==> config.mk <==
export PLATFORM = sky130hd
export DESIGN_NAME = control_pipeline_flat
export DESIGN_NICKNAME = d
export VERILOG_FILES = /design/src/rtl/control_pipeline_if.sv /design/src/rtl/control_pipeline.sv /design/src/flat_wrapper.sv
export SDC_FILE = /design/constraint.sdc
export NUM_CORES = 1
export LEC_CHECK = 0
export ABC_AREA = 1
export BUFFER_PORTS_ARGS = -buffer_cell sky130_fd_sc_hd__buf_2
export CORE_AREA = 2 2 77 79
export CTS_CLUSTER_DIAMETER = 150
export DETAILED_ROUTE_END_ITERATION = 6
export DIE_AREA = 0 0 79 81
export MAX_ROUTING_LAYER = met4
export PLACE_DENSITY_LB_ADDON = 0.3
export SYNTH_ARGS = -nofsm -noshare
export SYNTH_HDL_FRONTEND = slang
export SYNTH_SLANG_ARGS = --single-unit
==> constraint.sdc <==
create_clock -name clk -period 1.75 [get_ports clk]
set_input_delay 0.0875 -clock clk [delete_from_list [all_inputs] [get_ports clk]]
set_output_delay 0.0875 -clock clk [all_outputs]
set_load 0.005 [all_outputs]
==> src/rtl/control_pipeline_if.sv <==
// control_pipeline_if: D-stage control bundle in, E/M/W control, stall, forwarding selects and counters out
interface control_pipeline_if #(
    parameter int REG_ADDR_W = 5,
    parameter int CNT_W      = 32
);
    logic                  valid_D;
    logic                  ctrl_register_file_WE_D;
    logic                  ctrl_srcB_D;
    logic                  ctrl_register_file_WA_D;
    logic                  ctrl_data_memory_WE_D;
    logic                  ctrl_result_D;
    logic [2:0]            ctrl_ALU_op_D;
    logic [REG_ADDR_W-1:0] rs1_D, rs2_D, rd_D;
    logic                  flush_E;
    logic                  stall_D;
    logic                  ctrl_register_file_WE_E;
    logic                  ctrl_srcB_E;
    logic                  ctrl_register_file_WA_E;
    logic                  ctrl_data_memory_WE_E;
    logic                  ctrl_result_E;
    logic [2:0]            ctrl_ALU_op_E;
    logic [REG_ADDR_W-1:0] rs1_E, rs2_E, rd_E;
    logic [1:0]            fwd_A_E, fwd_B_E;
    logic                  ctrl_data_memory_WE_M;
    logic                  ctrl_result_M;
    logic [REG_ADDR_W-1:0] rd_M;
    logic                  ctrl_register_file_WE_W;
    logic                  ctrl_result_W;
    logic [REG_ADDR_W-1:0] rd_W;
    logic [CNT_W-1:0]      retired_cnt, stall_cnt;

    modport slave (
        input  valid_D, ctrl_register_file_WE_D, ctrl_srcB_D, ctrl_register_file_WA_D,
               ctrl_data_memory_WE_D, ctrl_result_D, ctrl_ALU_op_D, rs1_D, rs2_D, rd_D, flush_E,
        output stall_D, ctrl_register_file_WE_E, ctrl_srcB_E, ctrl_register_file_WA_E,
               ctrl_data_memory_WE_E, ctrl_result_E, ctrl_ALU_op_E, rs1_E, rs2_E, rd_E,
               fwd_A_E, fwd_B_E, ctrl_data_memory_WE_M, ctrl_result_M, rd_M,
               ctrl_register_file_WE_W, ctrl_result_W, rd_W, retired_cnt, stall_cnt
    );

    modport master (
        output valid_D, ctrl_register_file_WE_D, ctrl_srcB_D, ctrl_register_file_WA_D,
               ctrl_data_memory_WE_D, ctrl_result_D, ctrl_ALU_op_D, rs1_D, rs2_D, rd_D, flush_E,
        input  stall_D, ctrl_register_file_WE_E, ctrl_srcB_E, ctrl_register_file_WA_E,
               ctrl_data_memory_WE_E, ctrl_result_E, ctrl_ALU_op_E, rs1_E, rs2_E, rd_E,
               fwd_A_E, fwd_B_E, ctrl_data_memory_WE_M, ctrl_result_M, rd_M,
               ctrl_register_file_WE_W, ctrl_result_W, rd_W, retired_cnt, stall_cnt
    );
endinterface

==> src/rtl/control_pipeline.sv <==
// control_pipeline: E/M/W control registers, load-use stall and E-stage forwarding selects; CTRL_PIPE_PERF_EN builds perf counters
module control_pipeline #(
    parameter int REG_ADDR_W = 5,
    parameter int CNT_W      = 32
) (
    input logic                clk,
    input logic                rst_n,
    control_pipeline_if.slave  bus
);
    typedef struct packed {
        logic                  valid;
        logic                  rf_we;
        logic                  srcb;
        logic                  rf_wa;
        logic                  dm_we;
        logic                  result;
        logic [2:0]            alu_op;
        logic [REG_ADDR_W-1:0] rs1;
        logic [REG_ADDR_W-1:0] rs2;
        logic [REG_ADDR_W-1:0] rd;
    } e_stage_t;

    typedef struct packed {
        logic                  valid;
        logic                  rf_we;
        logic                  dm_we;
        logic                  result;
        logic [REG_ADDR_W-1:0] rd;
    } m_stage_t;

    typedef struct packed {
        logic                  valid;
        logic                  rf_we;
        logic                  result;
        logic [REG_ADDR_W-1:0] rd;
    } w_stage_t;

    e_stage_t e_q, e_d;
    m_stage_t m_q;
    w_stage_t w_q;
    logic     stall, wr_m, wr_w;

    function automatic logic [1:0] fwd_sel(input logic [REG_ADDR_W-1:0] rs);
        return (wr_m && m_q.rd == rs) ? 2'b10 : (wr_w && w_q.rd == rs) ? 2'b01 : 2'b00;
    endfunction

    // Load-use detection and the next E contents (a bubble on flush or stall)
    always_comb begin
        stall = e_q.valid & e_q.result & (e_q.rd != '0) &
                ((e_q.rd == bus.rs1_D) | (e_q.rd == bus.rs2_D)) & bus.valid_D;
        e_d   = (bus.flush_E | stall) ? '0 :
                {bus.valid_D, bus.ctrl_register_file_WE_D, bus.ctrl_srcB_D, bus.ctrl_register_file_WA_D,
                 bus.ctrl_data_memory_WE_D, bus.ctrl_result_D, bus.ctrl_ALU_op_D,
                 bus.rs1_D, bus.rs2_D, bus.rd_D};
        wr_m  = m_q.valid & m_q.rf_we & (m_q.rd != '0);
        wr_w  = w_q.valid & w_q.rf_we & (w_q.rd != '0);
    end

    // E, M and W advance every cycle; nothing stalls downstream of D
    always_ff @(posedge clk or negedge rst_n) begin
        if (!rst_n) begin
            e_q <= '0;
            m_q <= '0;
            w_q <= '0;
        end else begin
            e_q <= e_d;
            m_q <= '{valid: e_q.valid, rf_we: e_q.rf_we, dm_we: e_q.dm_we, result: e_q.result, rd: e_q.rd};
            w_q <= '{valid: m_q.valid, rf_we: m_q.rf_we, result: m_q.result, rd: m_q.rd};
        end
    end

    // Stage outputs with write enables qualified by the stage valid bit
    always_comb begin
        bus.stall_D                 = stall;
        bus.ctrl_register_file_WE_E = e_q.valid & e_q.rf_we;
        bus.ctrl_srcB_E             = e_q.srcb;
        bus.ctrl_register_file_WA_E = e_q.rf_wa;
        bus.ctrl_data_memory_WE_E   = e_q.valid & e_q.dm_we;
        bus.ctrl_result_E           = e_q.result;
        bus.ctrl_ALU_op_E           = e_q.alu_op;
        bus.rs1_E                   = e_q.rs1;
        bus.rs2_E                   = e_q.rs2;
        bus.rd_E                    = e_q.rd;
        bus.fwd_A_E                 = fwd_sel(e_q.rs1);
        bus.fwd_B_E                 = fwd_sel(e_q.rs2);
        bus.ctrl_data_memory_WE_M   = m_q.valid & m_q.dm_we;
        bus.ctrl_result_M           = m_q.result;
        bus.rd_M                    = m_q.rd;
        bus.ctrl_register_file_WE_W = w_q.valid & w_q.rf_we;
        bus.ctrl_result_W           = w_q.result;
        bus.rd_W                    = w_q.rd;
    end

`ifdef CTRL_PIPE_PERF_EN
    logic [CNT_W-1:0] retired_q, stall_q;

    // Free-running counters of retirements and load-use stalls, wrapping naturally
    always_ff @(posedge clk or negedge rst_n) begin
        if (!rst_n) begin
            retired_q <= '0;
            stall_q   <= '0;
        end else begin
            retired_q <= retired_q + CNT_W'(w_q.valid);
            stall_q   <= stall_q + CNT_W'(stall);
        end
    end

    // Expose the counters
    always_comb begin
        bus.retired_cnt = retired_q;
        bus.stall_cnt   = stall_q;
    end
`else
    // Counters not built
    always_comb begin
        bus.retired_cnt = {CNT_W{1'b0}};
        bus.stall_cnt   = {CNT_W{1'b0}};
    end
`endif
endmodule

==> src/flat_wrapper.sv <==
// flat-port wrapper written by rule: the top's interface ports become plain ports
module control_pipeline_flat 
#(
    parameter int REG_ADDR_W = 5,
    parameter int CNT_W      = 32
)
  (clk, rst_n, bus_valid_D, bus_ctrl_register_file_WE_D, bus_ctrl_srcB_D, bus_ctrl_register_file_WA_D, bus_ctrl_data_memory_WE_D, bus_ctrl_result_D, bus_ctrl_ALU_op_D, bus_rs1_D, bus_rs2_D, bus_rd_D, bus_flush_E, bus_stall_D, bus_ctrl_register_file_WE_E, bus_ctrl_srcB_E, bus_ctrl_register_file_WA_E, bus_ctrl_data_memory_WE_E, bus_ctrl_result_E, bus_ctrl_ALU_op_E, bus_rs1_E, bus_rs2_E, bus_rd_E, bus_fwd_A_E, bus_fwd_B_E, bus_ctrl_data_memory_WE_M, bus_ctrl_result_M, bus_rd_M, bus_ctrl_register_file_WE_W, bus_ctrl_result_W, bus_rd_W, bus_retired_cnt, bus_stall_cnt);
  control_pipeline_if #(.REG_ADDR_W(REG_ADDR_W), .CNT_W(CNT_W)) bus_i ();
  input logic clk;
  input logic rst_n;
  input wire logic [$bits(bus_i.valid_D)-1:0] bus_valid_D;
  input wire logic [$bits(bus_i.ctrl_register_file_WE_D)-1:0] bus_ctrl_register_file_WE_D;
  input wire logic [$bits(bus_i.ctrl_srcB_D)-1:0] bus_ctrl_srcB_D;
  input wire logic [$bits(bus_i.ctrl_register_file_WA_D)-1:0] bus_ctrl_register_file_WA_D;
  input wire logic [$bits(bus_i.ctrl_data_memory_WE_D)-1:0] bus_ctrl_data_memory_WE_D;
  input wire logic [$bits(bus_i.ctrl_result_D)-1:0] bus_ctrl_result_D;
  input wire logic [$bits(bus_i.ctrl_ALU_op_D)-1:0] bus_ctrl_ALU_op_D;
  input wire logic [$bits(bus_i.rs1_D)-1:0] bus_rs1_D;
  input wire logic [$bits(bus_i.rs2_D)-1:0] bus_rs2_D;
  input wire logic [$bits(bus_i.rd_D)-1:0] bus_rd_D;
  input wire logic [$bits(bus_i.flush_E)-1:0] bus_flush_E;
  output wire logic [$bits(bus_i.stall_D)-1:0] bus_stall_D;
  output wire logic [$bits(bus_i.ctrl_register_file_WE_E)-1:0] bus_ctrl_register_file_WE_E;
  output wire logic [$bits(bus_i.ctrl_srcB_E)-1:0] bus_ctrl_srcB_E;
  output wire logic [$bits(bus_i.ctrl_register_file_WA_E)-1:0] bus_ctrl_register_file_WA_E;
  output wire logic [$bits(bus_i.ctrl_data_memory_WE_E)-1:0] bus_ctrl_data_memory_WE_E;
  output wire logic [$bits(bus_i.ctrl_result_E)-1:0] bus_ctrl_result_E;
  output wire logic [$bits(bus_i.ctrl_ALU_op_E)-1:0] bus_ctrl_ALU_op_E;
  output wire logic [$bits(bus_i.rs1_E)-1:0] bus_rs1_E;
  output wire logic [$bits(bus_i.rs2_E)-1:0] bus_rs2_E;
  output wire logic [$bits(bus_i.rd_E)-1:0] bus_rd_E;
  output wire logic [$bits(bus_i.fwd_A_E)-1:0] bus_fwd_A_E;
  output wire logic [$bits(bus_i.fwd_B_E)-1:0] bus_fwd_B_E;
  output wire logic [$bits(bus_i.ctrl_data_memory_WE_M)-1:0] bus_ctrl_data_memory_WE_M;
  output wire logic [$bits(bus_i.ctrl_result_M)-1:0] bus_ctrl_result_M;
  output wire logic [$bits(bus_i.rd_M)-1:0] bus_rd_M;
  output wire logic [$bits(bus_i.ctrl_register_file_WE_W)-1:0] bus_ctrl_register_file_WE_W;
  output wire logic [$bits(bus_i.ctrl_result_W)-1:0] bus_ctrl_result_W;
  output wire logic [$bits(bus_i.rd_W)-1:0] bus_rd_W;
  output wire logic [$bits(bus_i.retired_cnt)-1:0] bus_retired_cnt;
  output wire logic [$bits(bus_i.stall_cnt)-1:0] bus_stall_cnt;
  assign bus_i.valid_D = bus_valid_D;
  assign bus_i.ctrl_register_file_WE_D = bus_ctrl_register_file_WE_D;
  assign bus_i.ctrl_srcB_D = bus_ctrl_srcB_D;
  assign bus_i.ctrl_register_file_WA_D = bus_ctrl_register_file_WA_D;
  assign bus_i.ctrl_data_memory_WE_D = bus_ctrl_data_memory_WE_D;
  assign bus_i.ctrl_result_D = bus_ctrl_result_D;
  assign bus_i.ctrl_ALU_op_D = bus_ctrl_ALU_op_D;
  assign bus_i.rs1_D = bus_rs1_D;
  assign bus_i.rs2_D = bus_rs2_D;
  assign bus_i.rd_D = bus_rd_D;
  assign bus_i.flush_E = bus_flush_E;
  assign bus_stall_D = bus_i.stall_D;
  assign bus_ctrl_register_file_WE_E = bus_i.ctrl_register_file_WE_E;
  assign bus_ctrl_srcB_E = bus_i.ctrl_srcB_E;
  assign bus_ctrl_register_file_WA_E = bus_i.ctrl_register_file_WA_E;
  assign bus_ctrl_data_memory_WE_E = bus_i.ctrl_data_memory_WE_E;
  assign bus_ctrl_result_E = bus_i.ctrl_result_E;
  assign bus_ctrl_ALU_op_E = bus_i.ctrl_ALU_op_E;
  assign bus_rs1_E = bus_i.rs1_E;
  assign bus_rs2_E = bus_i.rs2_E;
  assign bus_rd_E = bus_i.rd_E;
  assign bus_fwd_A_E = bus_i.fwd_A_E;
  assign bus_fwd_B_E = bus_i.fwd_B_E;
  assign bus_ctrl_data_memory_WE_M = bus_i.ctrl_data_memory_WE_M;
  assign bus_ctrl_result_M = bus_i.ctrl_result_M;
  assign bus_rd_M = bus_i.rd_M;
  assign bus_ctrl_register_file_WE_W = bus_i.ctrl_register_file_WE_W;
  assign bus_ctrl_result_W = bus_i.ctrl_result_W;
  assign bus_rd_W = bus_i.rd_W;
  assign bus_retired_cnt = bus_i.retired_cnt;
  assign bus_stall_cnt = bus_i.stall_cnt;
  control_pipeline #(.REG_ADDR_W(REG_ADDR_W), .CNT_W(CNT_W)) u_core (.clk(clk), .rst_n(rst_n), .bus(bus_i));
endmodule
# Yosys cells after proc, flatten, opt, wreduce, memory -nomap -nowiden
# Cells that the tools add are included.
# W data, S select, Z words.
# classes
eq_ne,6
mux,5
n_bitwise,13
n_reduce_logical,7
# op_table
operator,n
$eq A5 B5 Y1,6
$mux W24,1
$reduce_bool A5 Y1,3
$and A1 B1 Y1,11
$logic_and A1 B1 Y1,4
$mux W2,2
$mux W1,2
$or A1 B1 Y1,2
# totals
ff_bits,41
input_bits,27
out_inout_bits,106

# Longest topological paths before layout
# depth
ltp_word,6
mapped_depth,10

# Worst setup path after synthesis
# Ideal clock, no wire load.
# synth_timing
path_type,flip-flop to flip-flop
from,reg u_core.e_q (netlist bit u_core.bus.rd_E[0])
to,reg u_core.e_q (netlist bit u_core.bus.rd_E[3])
setup_ns,0.115
arrival_time_ns,1.076
required_ns,1.635
path_slack_ns,0.559
stages_incl_launch_ff,10
n_path_buf,1
cell_sequence,dfrtp_1 nor2_1 nor2_1 nor2_1 nand3_1 nand2_1 nand2_2 nand2_4 buf_6 nor2_1
# synth_rtl
element,line_no,source
from (decl),control_pipeline.sv:38,"e_stage_t e_q, e_d;"
from (signal assigned),control_pipeline.sv:62,e_q <= '0;
from (signal assigned),control_pipeline.sv:66,e_q <= e_d;

# Worst setup path after layout
# layout_timing
from,reg u_core.m_q (netlist bit u_core.bus.rd_M[1])
to,out bus_fwd_B_E[0]
# layout_between
elab_chain_len,4
elab_cells_between_ends,5
classes_between,eq/ne: 1; mux: 1; bitwise: 1; reduce/logical: 2
# layout_rtl
element,line_no,source
from (decl),control_pipeline.sv:39,m_stage_t m_q;
from (signal assigned),control_pipeline.sv:67,"m_q <= '{valid: e_q.valid, rf_we: e_q.rf_we, dm_we: e_q.dm_we, result: e_q.result, rd: e_q.rd};"
$reduce_bool A5 Y1,control_pipeline.sv:55,wr_m = m_q.valid & m_q.rf_we & (m_q.rd != '0);
$and A1 B1 Y1,control_pipeline.sv:55,
$logic_and A1 B1 Y1 *,control_pipeline.sv:44,return (wr_m && m_q.rd == rs) ? 2'b10 : (wr_w && w_q.rd == rs) ? 2'b01 : 2'b00;
$mux W2 *,control_pipeline.sv:44,
to (decl),flat_wrapper.sv:33,output wire logic [$bits(bus_i.fwd_B_E)-1:0] bus_fwd_B_E;
# Mark *: on every way between the ends. The rest lies on a longest branch, timed or not.

==> results.py <==
metrics = {
    "yosys": {
        "synth_seq_area_share": 0.418,
        "synth_compound_area_frac": 0.00408,
        "synth_mux_area_frac": 0,
        "synth_seq_cells": 41,
        "synthAdderAreaFrac": 0,
        "avgSynthCellArea_sq_um": 8.58,
        "ys_top_cells_by_area": "dfrtp_1 42%, buf_4 28%, inv_1 6.0%",
        "synth_cells": 286,
        "synthXorXnorAreaFrac": 0.0750,
        "synth_area_sq_mm": 0.00245,
        "synth_largest_area_cell": "dfrtp_1",
        "yosys_warnings": 0,
        "synth_top_area_frac": 0.418,
        "synth-simple-area-share": 0.149,
        "synth_top_family_by_area": "buffers and inverters",
        "ys_types": 19,
    },
    "pwr": {
        "combPwrFrac": 0.145,
        "switchingPower_mw": 0.508,
        "power.density_mw_per_mm2": 736,
        "power_frac_clock": 0.316,
        "seq_power_share": 0.538,
        "ir_drop_mv": 0.399,
        "p_sw_frac": 0.261,
        "p_leak_nw": 1.64,
        "p_int_mw": 1.44,
        "fin_total_pwr_mw": 1.95,
    },
    "drt": {
        "final_antenna_net_count": 0,
        "drc": 0,
        "dr.pass1.iters": 4,
        "drt-initial-drc-count": 60,
        "post_drt_wl_per_cell_microns": 10.0,
        "vias": 1573,
        "routed_via_density": 3.75,
        "wl_microns": 4200,
    },
    "sta": {
        "fin_crit_ps": 1570,
        "hold_viol": 0,
        "fin_skew_ps": 5.12,
        "hold_ws_ps": 13.2,
        "setup_tns_ps": 0,
        "grt_setup_unrepaired": "no",
        "setup_viol": 0,
        "fin_crit_sh": 0.895,
        "fmax_ghz": 0.638,
        "slew_viol_final": 0,
    },
    "run_status": {
        "outcome": "finished, final reports clean",
    },
    "clock_network": {
        "cts.htree.levels": 2,
        "numCtsBuffers": 5,
        "tritoncts": "done",
        "clock_path_buffers": 2,
        "root_buffer": "clkbuf_8",
        "clk_pin_slew_ps": 70,
        "clk_latency_ps": 280,
        "cts_sinks": 41,
    },
    "grt": {
        "grt_antenna_before_repair": 0,
        "grt_pass1_wl_microns": 6360,
        "grt_max_degree": 42,
        "overflow": 0,
        "grt_pass1_vias": 1400,
        "grt.total_usage": 0.136,
    },
    "worst_setup_path": {
        "slowest_stage": "dfrtp_1",
        "path_cells": "nor2_1 > nand3b_1 > nand3_1 > inv_1 > nand3b_1 > nand2_1 > nor2_1 > buf_2",
        "ff2ff_path_depth": 9,
        "cp_slowest_stage_delay_ps": 440,
        "critPathTopFamily": "simple AND/OR/NAND/NOR gates",
        "crit_end": "bus_fwd_B_E[0]",
        "critPathKind": "register to output pin",
        "end_kind": "output pin",
        "rr_startpoint": "u_core.bus.rd_E[1]",
        "cp.arrival_ps": 1480,
        "start_kind": "register",
        "rrSetupSlack_ps": 320,
        "startpoint": "u_core.bus.rd_M[1]",
        "path_depth": 8,
        "critPathBufInv": 2,
        "regToRegEndpoint": "u_core.bus.rs1_E[1]",
        "path_max_fanout": 5,
        "crit_required_ps": 1660,
    },
    "die": {
        "ioPinCount": 133,
        "num_rows": 28,
        "initial_core_util": 0.432,
        "fp.dieArea_sq_mm": 0.00640,
        "core_area_sq_mm": 0.00568,
        "die_y_microns": 81,
        "die_x_microns": 79,
    },
    "final_layout": {
        "synthToLayoutAreaGrowth_pct": 7.75,
        "drive_gt1_frac": 0.238,
        "diodes": 0,
        "nets": 371,
    },
    "job": {
        "cap_violations": 0,
    },
    "place": {
        "port_buffers": 68,
        "dpl.hpwl_microns": 3220,
        "gp_congestion": 0.758,
    },
    "hold_path": {
        "holdCritPathClass": "input pin to register",
    },
}
-- Yosys cell counts, drive strengths merged --
master,count
dfrtp,41
inv,40
o21ai,2
nand3b,2
conb,1
and3,1
buf,94
nor3,2
nand4,3
nor2,40
xor2,5
nand2,35
xnor2,16
nand3,4
-- cell usage in the layout (no fill, tap or decap), drive strengths merged, types with 2 or more instances in the layout --
cell,instances
buf,69
clkbuf,6
conb,64
dfrtp,41
dlygate4sd3,13
inv,40
nand2,35
nand3,4
nand3b,2
nand4,3
nor2,40
nor3,2
o21ai,2
xnor2,16
xor2,5
-- cell families after synthesis --
family          after synthesis
simple gates                 87
buf+inv                     134
other cells                   1
xor+xnor                     21
flops                        41
compound gates                2
-- worst min path at each step --
stage,startpoint,to,cells past startpoint
2_1_floorplan,rst_n,u_core.bus.ctrl_ALU_op_E[0],0
3_3_place_gp,rst_n,u_core.bus.ctrl_ALU_op_E[0],2
3_5_place_dp,rst_n,u_core.bus.ctrl_ALU_op_E[2],2
4_1_cts,bus_rd_D[2],u_core.bus.rd_E[2],3
5_1_grt,bus_ctrl_register_file_WA_D,u_core.bus.ctrl_register_file_WA_E,3
6_report,bus_rd_D[2],u_core.bus.rd_E[2],3
-- area by class of cell --
cell class / instances / area (sq um)
multi-input combinational: 174 / 806
inverter: 40 / 150
fill: 578 / 3030
tap: 75 / 93.8
clock inverter: 1 / 7.51
timing repair buffer: 82 / 478
sequential: 41 / 1030
clock buffer: 6 / 82.6
-- worst reg2reg max path: cells and delay by family (launching register included) --
kind | cells | cell delay, ps
AND/OR/NAND/NOR | 8 | 810
flip-flops | 1 | 410
buffers and inverters | 1 | 110
-- metrics by stage --
| stage | instance area [sq um] | util | std cells | setup WS (ps) |
|---|---|---|---|---|
| global route | 2640 | 0.466 | 419 | 16.3 |
| detailed placement | 2420 | 0.426 | 399 | 277 |
| CTS | 2630 | 0.463 | 418 | 98.2 |
| finish | 2640 | 0.466 | 419 | 183 |
| global placement | 2420 | 0.426 | 399 | 340 |
| floorplan | 2690 | - | 349 | 559 |
-- per-layer routing --
metal	wire, microns	vias to the layer above	track usage
met3	272	2	0.0378
met5	0	-	-
li1	-	795	-
met1	1840	714	0.163
met4	40	0	0.0569
met2	2050	62	0.219
-- flip-flops by register name (all words and copies together) (netlist names), 2 cells and up --
| signal | count |
|---|---|
| u_core.w_q | 2 |
| u_core.e_q | 3 |
| u_core.bus.rd_M | 5 |
| u_core.bus.rs1_E | 5 |
| u_core.bus.ctrl_ALU_op_E | 3 |
| u_core.bus.rd_W | 5 |
| u_core.bus.rs2_E | 5 |
| u_core.m_q | 3 |
| u_core.bus.rd_E | 5 |
-- power by group through the flow --
stage          Combinational (mW)  Clock, mW  Sequential (mW)
3_5_place_dp                0.262          0             1.07
2_1_floorplan               0.303          0             1.05
6_report                    0.283      0.615             1.05
3_3_place_gp                0.259          0             1.06
4_1_cts                     0.283      0.640             1.05
5_1_grt                     0.329      0.676             1.06
-- what timing repair did --
action | CTS | global route
hold buffers | 12 | 1
gates resized for setup | 0 | 1
endpoints found under the hold margin | 52 | 1
setup endpoints to repair | 0 | 2
buffers inserted | 0 | 0
No activity file was read; power rests on OpenSTA's default activity.
